`src/rtl/fifo_param.sv`:
```
// Parametrised single-clock FIFO with registered read data, registered
// accept/reject pulses, level flags and an observable request-decision FSM.
module fifo_param #(
    parameter int DATA_W = 8,
    parameter int ADDR_W = 3,
    parameter int AF_LVL = 6,
    parameter int AE_LVL = 2
) (
    input  logic              clk,
    input  logic              reset_n,
    input  logic              wr_en,
    input  logic [DATA_W-1:0] din,
    input  logic              rd_en,
    output logic [DATA_W-1:0] dout,
    output logic [ADDR_W:0]   data_count,
    output logic              full,
    output logic              empty,
    output logic              almost_full,
    output logic              almost_empty,
    output logic              wr_ack,
    output logic              wr_err,
    output logic              rd_ack,
    output logic              rd_err,
    output logic [2:0]        state
);

    localparam int              DEPTH   = 2 ** ADDR_W;
    localparam logic [ADDR_W:0] DEPTH_C = (ADDR_W + 1)'(DEPTH);
    localparam logic [ADDR_W:0] AF_C    = (ADDR_W + 1)'(AF_LVL);
    localparam logic [ADDR_W:0] AE_C    = (ADDR_W + 1)'(AE_LVL);

    localparam logic [2:0] ST_INIT     = 3'b000;
    localparam logic [2:0] ST_NO_OP    = 3'b001;
    localparam logic [2:0] ST_WRITE    = 3'b010;
    localparam logic [2:0] ST_WR_ERROR = 3'b011;
    localparam logic [2:0] ST_READ     = 3'b100;
    localparam logic [2:0] ST_RD_ERROR = 3'b101;
    localparam logic [2:0] ST_WR_RD    = 3'b110;

    logic [DATA_W-1:0] mem [DEPTH];

    logic [ADDR_W-1:0] wr_ptr_q, wr_ptr_d;
    logic [ADDR_W-1:0] rd_ptr_q, rd_ptr_d;
    logic [ADDR_W:0]   count_q, count_d;
    logic [DATA_W-1:0] dout_q, dout_d;
    logic              wr_ack_q, wr_ack_d, wr_err_q, wr_err_d;
    logic              rd_ack_q, rd_ack_d, rd_err_q, rd_err_d;
    logic [2:0]        state_q, state_d;
    logic              wr_ok, rd_ok;

    // Handshake: wr_en/rd_en are requests sampled every edge with no ready;
    // the edge that samples a request answers it one cycle later with exactly
    // one of ack (accepted) or err (rejected: full for writes, empty for reads).
    always_comb begin
        wr_ok    = wr_en && (count_q != DEPTH_C);
        rd_ok    = rd_en && (count_q != '0);
        wr_ptr_d = wr_ok ? wr_ptr_q + ADDR_W'(1) : wr_ptr_q;
        rd_ptr_d = rd_ok ? rd_ptr_q + ADDR_W'(1) : rd_ptr_q;
        count_d  = count_q + (ADDR_W + 1)'(wr_ok) - (ADDR_W + 1)'(rd_ok);
        dout_d   = rd_ok ? mem[rd_ptr_q] : dout_q;
        wr_ack_d = wr_ok;
        wr_err_d = wr_en && !wr_ok;
        rd_ack_d = rd_ok;
        rd_err_d = rd_en && !rd_ok;

        // Next state reflects only this edge's decision, never the current state.
        state_d = ST_NO_OP;
        if (wr_en && rd_en) begin
            if (wr_ok && rd_ok) state_d = ST_WR_RD;
            else if (wr_ok)     state_d = ST_WRITE;
            else                state_d = ST_READ;
        end else if (wr_en) begin
            state_d = wr_ok ? ST_WRITE : ST_WR_ERROR;
        end else if (rd_en) begin
            state_d = rd_ok ? ST_READ : ST_RD_ERROR;
        end
    end

    always_ff @(posedge clk) begin
        if (!reset_n) begin
            wr_ptr_q <= '0;
            rd_ptr_q <= '0;
            count_q  <= '0;
            dout_q   <= '0;
            wr_ack_q <= 1'b0;
            wr_err_q <= 1'b0;
            rd_ack_q <= 1'b0;
            rd_err_q <= 1'b0;
            state_q  <= ST_INIT;
        end else begin
            wr_ptr_q <= wr_ptr_d;
            rd_ptr_q <= rd_ptr_d;
            count_q  <= count_d;
            dout_q   <= dout_d;
            wr_ack_q <= wr_ack_d;
            wr_err_q <= wr_err_d;
            rd_ack_q <= rd_ack_d;
            rd_err_q <= rd_err_d;
            state_q  <= state_d;
        end
    end

    // Storage is deliberately not reset; the pointers alone define contents.
    always_ff @(posedge clk) begin
        if (reset_n && wr_ok) begin
            mem[wr_ptr_q] <= din;
        end
    end

    assign dout         = dout_q;
    assign data_count   = count_q;
    assign full         = (count_q == DEPTH_C);
    assign empty        = (count_q == '0);
    assign almost_full  = (count_q >= AF_C);
    assign almost_empty = (count_q <= AE_C);
    assign wr_ack       = wr_ack_q;
    assign wr_err       = wr_err_q;
    assign rd_ack       = rd_ack_q;
    assign rd_err       = rd_err_q;
    assign state        = state_q;

endmodule

```
`config.mk`:
```
export PLATFORM = sky130hd
export DESIGN_NAME = fifo_param
export DESIGN_NICKNAME = d
export VERILOG_FILES = /design/src/rtl/fifo_param.sv
export SDC_FILE = /design/constraint.sdc
export NUM_CORES = 1
export LEC_CHECK = 0
export BUFFER_PORTS_ARGS = -buffer_cell sky130_fd_sc_hd__clkbuf_2
export CORE_ASPECT_RATIO = 1.1
export CORE_MARGIN = 2
export CORE_UTILIZATION = 39
export CTS_CLUSTER_DIAMETER = 100
export DETAILED_ROUTE_END_ITERATION = 10
export PLACE_DENSITY = 0.56
export SLEW_MARGIN = 20
export SYNTH_ARGS = -nofsm -noshare
export SYNTH_HDL_FRONTEND = slang
export SYNTH_SLANG_ARGS = --single-unit
export TNS_END_PERCENT = 100
```
`constraint.sdc`:
```
create_clock -name clk -period 2.4 [get_ports clk]
set_clock_uncertainty 0.15 [all_clocks]
set_input_delay 0.48 -clock clk [delete_from_list [all_inputs] [get_ports clk]]
set_output_delay 0.48 -clock clk [all_outputs]
set_load 0.01 [all_outputs]
```
# After elaboration in Yosys (flattened, before gate mapping)
# Memory sizes are Yosys's and may differ from the RTL's. A register that Yosys moved wholly into a read port is not among the register bits.
# Index checks and enable logic that the tools add are counted.
dict set report totals {
  word_cells 38
  latch_bits 0
  rom_bits 0
  mem_bits_rw 64
  n_memories 1
  input_bits 12
  output_inout_bits 23
  ff_bits 17
}
dict set report classes {
  bitwise 0
  n_mul 0
  magnitude_cmp 2
  n_reduce_logical 12
  shifts 0
  div_mod_pow 0
  muxes 9
  eq_ne 2
  addsub 4
}
# memory depth width read_ports rd_clocked_by_memory_dff write_ports line_no
set mem_list {}
lappend mem_list {mem 8 8 1 1 1 40} ;# logic [DATA_W-1:0] mem [DEPTH];
# op count
set ops {}
lappend ops {{$mux W3} 5}
lappend ops {{$logic_and A1 B1 Y1} 7}
lappend ops {{$add A3 B1 Y3 const B} 2}
lappend ops {{$add A4 B1 Y4} 1}
lappend ops {{$eq A4 B4 Y1 const B} 1}
lappend ops {{$ge A4 B3 Y1 const B} 1}
lappend ops {{$le A4 B2 Y1 const B} 1}
lappend ops {{$logic_not A4 Y1} 1}
lappend ops {{$mux W1} 4}
lappend ops {{$ne A4 B4 Y1 const B} 1}
lappend ops {{$reduce_bool A4 Y1} 1}
lappend ops {{$sub A4 B1 Y4} 1}
lappend ops {{$logic_not A1 Y1} 3}

# Depth between registers and ports, before layout
dict set report logic_depth {
  word_depth 6
  ltp_mapped 13
  depth_no_buf 12
}

# Worst setup path before layout
# No wires, ideal clock.
dict set report synth_timing {
  path_type {register to register}
  from {register count_q[2], in the netlist data_count[2]}
  to {register count_q[2], in the netlist data_count[2]}
  required_ns 2.135
  setup_time_ns 0.115
  n_path_buf 0
  path_slack_ns -0.153
  synth_period_minus_slack_ns 2.553
  arrival_ns 2.288
  stages_incl_launch_ff 11
  path_cell_list {dfxtp_1 > inv_1 > ha_1 > or3b_4 > and2_4 > ha_1 > inv_1 > ha_1 > fa_1 > xor2_1 > and2_1}
}
dict set report synth_between {
  elab_chain_len 4
  word_cells_on_any_way 6
  classes_between {2 x add/sub; 1 x eq/ne; 3 x reduce/logical}
}
# element line_no
set synth_rtl {}
lappend synth_rtl {{start: declaration} 44} ;# logic [ADDR_W:0] count_q, count_d;
lappend synth_rtl {{start signal: assignment} 93} ;# count_q <= count_d;
lappend synth_rtl {{$ne A4 B4 Y1} 55} ;# wr_ok = wr_en && (count_q != DEPTH_C);
lappend synth_rtl {{$logic_and A1 B1 Y1} 55}
lappend synth_rtl {{via wr_ack_d} 46} ;# logic wr_ack_q, wr_ack_d, wr_err_q, wr_err_d;
lappend synth_rtl {{$add A4 B1 Y4} 59} ;# count_d = count_q + (ADDR_W + 1)'(wr_ok) - (ADDR_W + 1)'(rd_ok);
lappend synth_rtl {{$sub A4 B1 Y4} 59}
# The timed path passes the listed nets, and every way through them passes these cells.
# A chain may end at the register's enable or synchronous reset.

# Worst setup path after layout
# Same ends and word-level chain as after synthesis.

==> results.ini <==
[route]
wl_per_cell_um = 17.3
ant_nets = 0
drc = 0
drtPass1Iterations = 4
wl_mm = 7.48
avgViaCountPerCell = 4.93
vias = 2129
drtIter0Drc = 84

[power_and_ir_drop]
vdd_drop_max_mv = 0.570
p_leak_nw = 1.64
p_per_area_nw_per_um2 = 965

[clock_network]
numCtsBuffers = 9
tritoncts = yes
cts_buffer_depth = 2
ctsRootBufferMaster = clkbuf_8
clock_latency_ps = 350
htreeDepth = 3
cts.sinks = 89
path_clk_slew_ps = 90

[synthesis]
avgSynthCellArea_um2 = 14.7
synth_edf_count = 64
ys_seq_area_share_pct = 67.2
synth_seq_cells = 89
async_flop_share_pct = 0
syn_nets = 270
netlist_area_um2 = 3600
synth_warnings = 0
syn_inst = 246
synth_cell_types = 37
synthFlopType = edfxtp_1

[finish]
diodes = 0
syn2layout_area_growth_pct = 21.2
final_cell_mix = 64 x edfxtp_1, 34 x clkbuf_2, 30 x buf_4
finalNetCount = 337
fin_util_pct = 49.0
drive_above_1_share_pct = 36.8
final_common_cell = edfxtp_1

[place]
port_buffers = 34
place_hpwl_mm = 4.81
globalplace.congestion = 0.749

[sta]
max_freq_ghz = 0.423
setup_violations = 0
slew_headroom_pct = 60.0
holdWs_ps = 241
rsz0062_at_grt = true
drv_slew = 0
final.min_clock_period_ps = 2360
tightestPinTransition_ps = 600
min_period_over_period_pct = 98.5
finalHoldViolCount = 0

[worst_setup_path]
crit_path_end_kind = flop
start_kind = flop
worstPathMaxFanout = 3
cp.required_ps = 2500
cp.arrival_ps = 2460
ff2ff_setup_slack_ps = 40
crit_type = flop to flop
r2r-end = data_count[2]$_SDFF_PN0_
reg2reg_depth = 10
rr_startpoint = data_count[2]$_SDFF_PN0_

[floorplanning]
die_h_um = 105
die_w_um = 95.7
ios = 35
coreArea_um2 = 8920
dieArea_um2 = 10000
rows = 36
initial_core_util_pct = 40.4

[min_path]
hold_end = mem[7][5]$_DFFE_PP_
min_path_cells = 1
hp-class = input pin to flop
min-delay-start = din[5]

[global_route]
antenna_found_initial = 0
grt_pass1_vias = 2095
grt.overflow.total = 0
grt_max_degree = 22
gr-usage-all-layers_pct = 16.1
grt_pass1_wl_mm = 11.5

[flow_run]
cap_violations = 0

[run_status]
status = finished clean

## repair_timing
action / 4_1_cts / 5_1_grt
hold buffers: 0 / 0
pin swaps: 8 / 4
resized for setup: 7 / 6
cloned: 0 / 0
endpoints found under the setup margin: 2 / 4
buffers inserted: 2 / 1
## cells in the mapped netlist (all sizes together), types with 2 or more instances
master	instances	area, um^2
o31ai	7	52.6
xnor2	4	35.0
a21boi	3	33.8
nand3	4	32.5
a22o	8	70.1
nand2b	3	18.8
nor2b	3	18.8
ha	11	138
xor2	2	17.5
or3b	2	20.0
inv	9	33.8
dfxtp	25	500
nor2	11	41.3
edfxtp	64	1920
a21oi	5	25.0
nand2	19	78.8
a211oi	2	15.0
clkbuf	3	11.3
mux2i	16	160
o22ai	8	50.1
buf	6	48.8
nor3	2	10.0
mux2	14	158
and2	10	65.1
## critical path: stages, from the launching register on
cell	delay [ps]
dfxtp_2	340
inv_4	80
ha_4	110
or3b_4	360
and2_4	160
ha_4	250
inv_2	40
ha_4	150
fa_2	330
xor2_1	140
and2_1	140
## routing by layer
layer	vias up	wire [um]	track usage, %
li1	1034	-	-
met1	1045	3360	20.9
met2	38	3680	25.5
met3	12	261	3.32
met4	0	177	7.76
met5	-	0	0
## worst max path at each step
| stage | from | to | slack (ps) |
|---|---|---|---|
| after global placement | data_count[2]$_SDFF_PN0_ | data_count[2]$_SDFF_PN0_ | 4 |
| final | data_count[2]$_SDFF_PN0_ | data_count[2]$_SDFF_PN0_ | 40 |
| after CTS | data_count[2]$_SDFF_PN0_ | data_count[3]$_SDFF_PN0_ | 0.08 |
| after detailed placement | data_count[2]$_SDFF_PN0_ | data_count[2]$_SDFF_PN0_ | -9 |
| after floorplan | data_count[2]$_SDFF_PN0_ | data_count[2]$_SDFF_PN0_ | -10 |
| after global routing | data_count[2]$_SDFF_PN0_ | data_count[2]$_SDFF_PN0_ | -40 |
## through the flow
stage	total power (W)	setup slack [ps]	std cells	TNS [ps]	cell area [um^2]
finish	0.00421	36.6	432	0	4370
global route	0.00447	-41.8	432	-52.6	4370
CTS	0.00423	0.0839	431	0	4330
detailed placement	0.00322	-8.64	413	-8.64	4100
global placement	0.00320	3.65	413	0	4100
floorplan	0.00279	-12.4	246	-20.5	3620
## cell families (layout without fill, tap and decap cells)
family                   after synthesis  after routing  share of synthesized area (%)
AND/OR/NAND/NOR                       55             55                           8.09
AO/OA/AOI/OAI                         35             35                           7.32
buffers and inverters                 19             91                           2.74
multiplexers                          30             30                           8.82
adder cells (fa/ha/maj)               12             12                           4.37
flip-flops                            89             89                           67.2
XOR/XNOR                               6              6                           1.46
## sequential cells by signal, summed over array words and instances, names as in the netlist
| register | cells |
|---|---|
| rd_err | 1 |
| dout | 8 |
| wr_ptr_q | 3 |
| mem | 64 |
| rd_ptr_q | 3 |
| wr_err | 1 |
| state | 3 |
| wr_ack | 1 |
| rd_ack | 1 |
| data_count | 4 |
## power by group
part / switching (W) / internal [W]
registers: 0.000155 / 0.00180
logic: 0.000631 / 0.000696
clock network: 0.000529 / 0.000407
total: 0.00131 / 0.00290
## layout make-up
type	instances	area (um^2)
fillers	797	4550
flip-flops and latches	89	2430
multi-input cells	138	1160
repair buffers	65	415
well taps	114	143
clock buffers	10	138
inverters	10	43.8
clock inverters	6	40.0
Note: power is estimated with default switching activity, not from simulation.
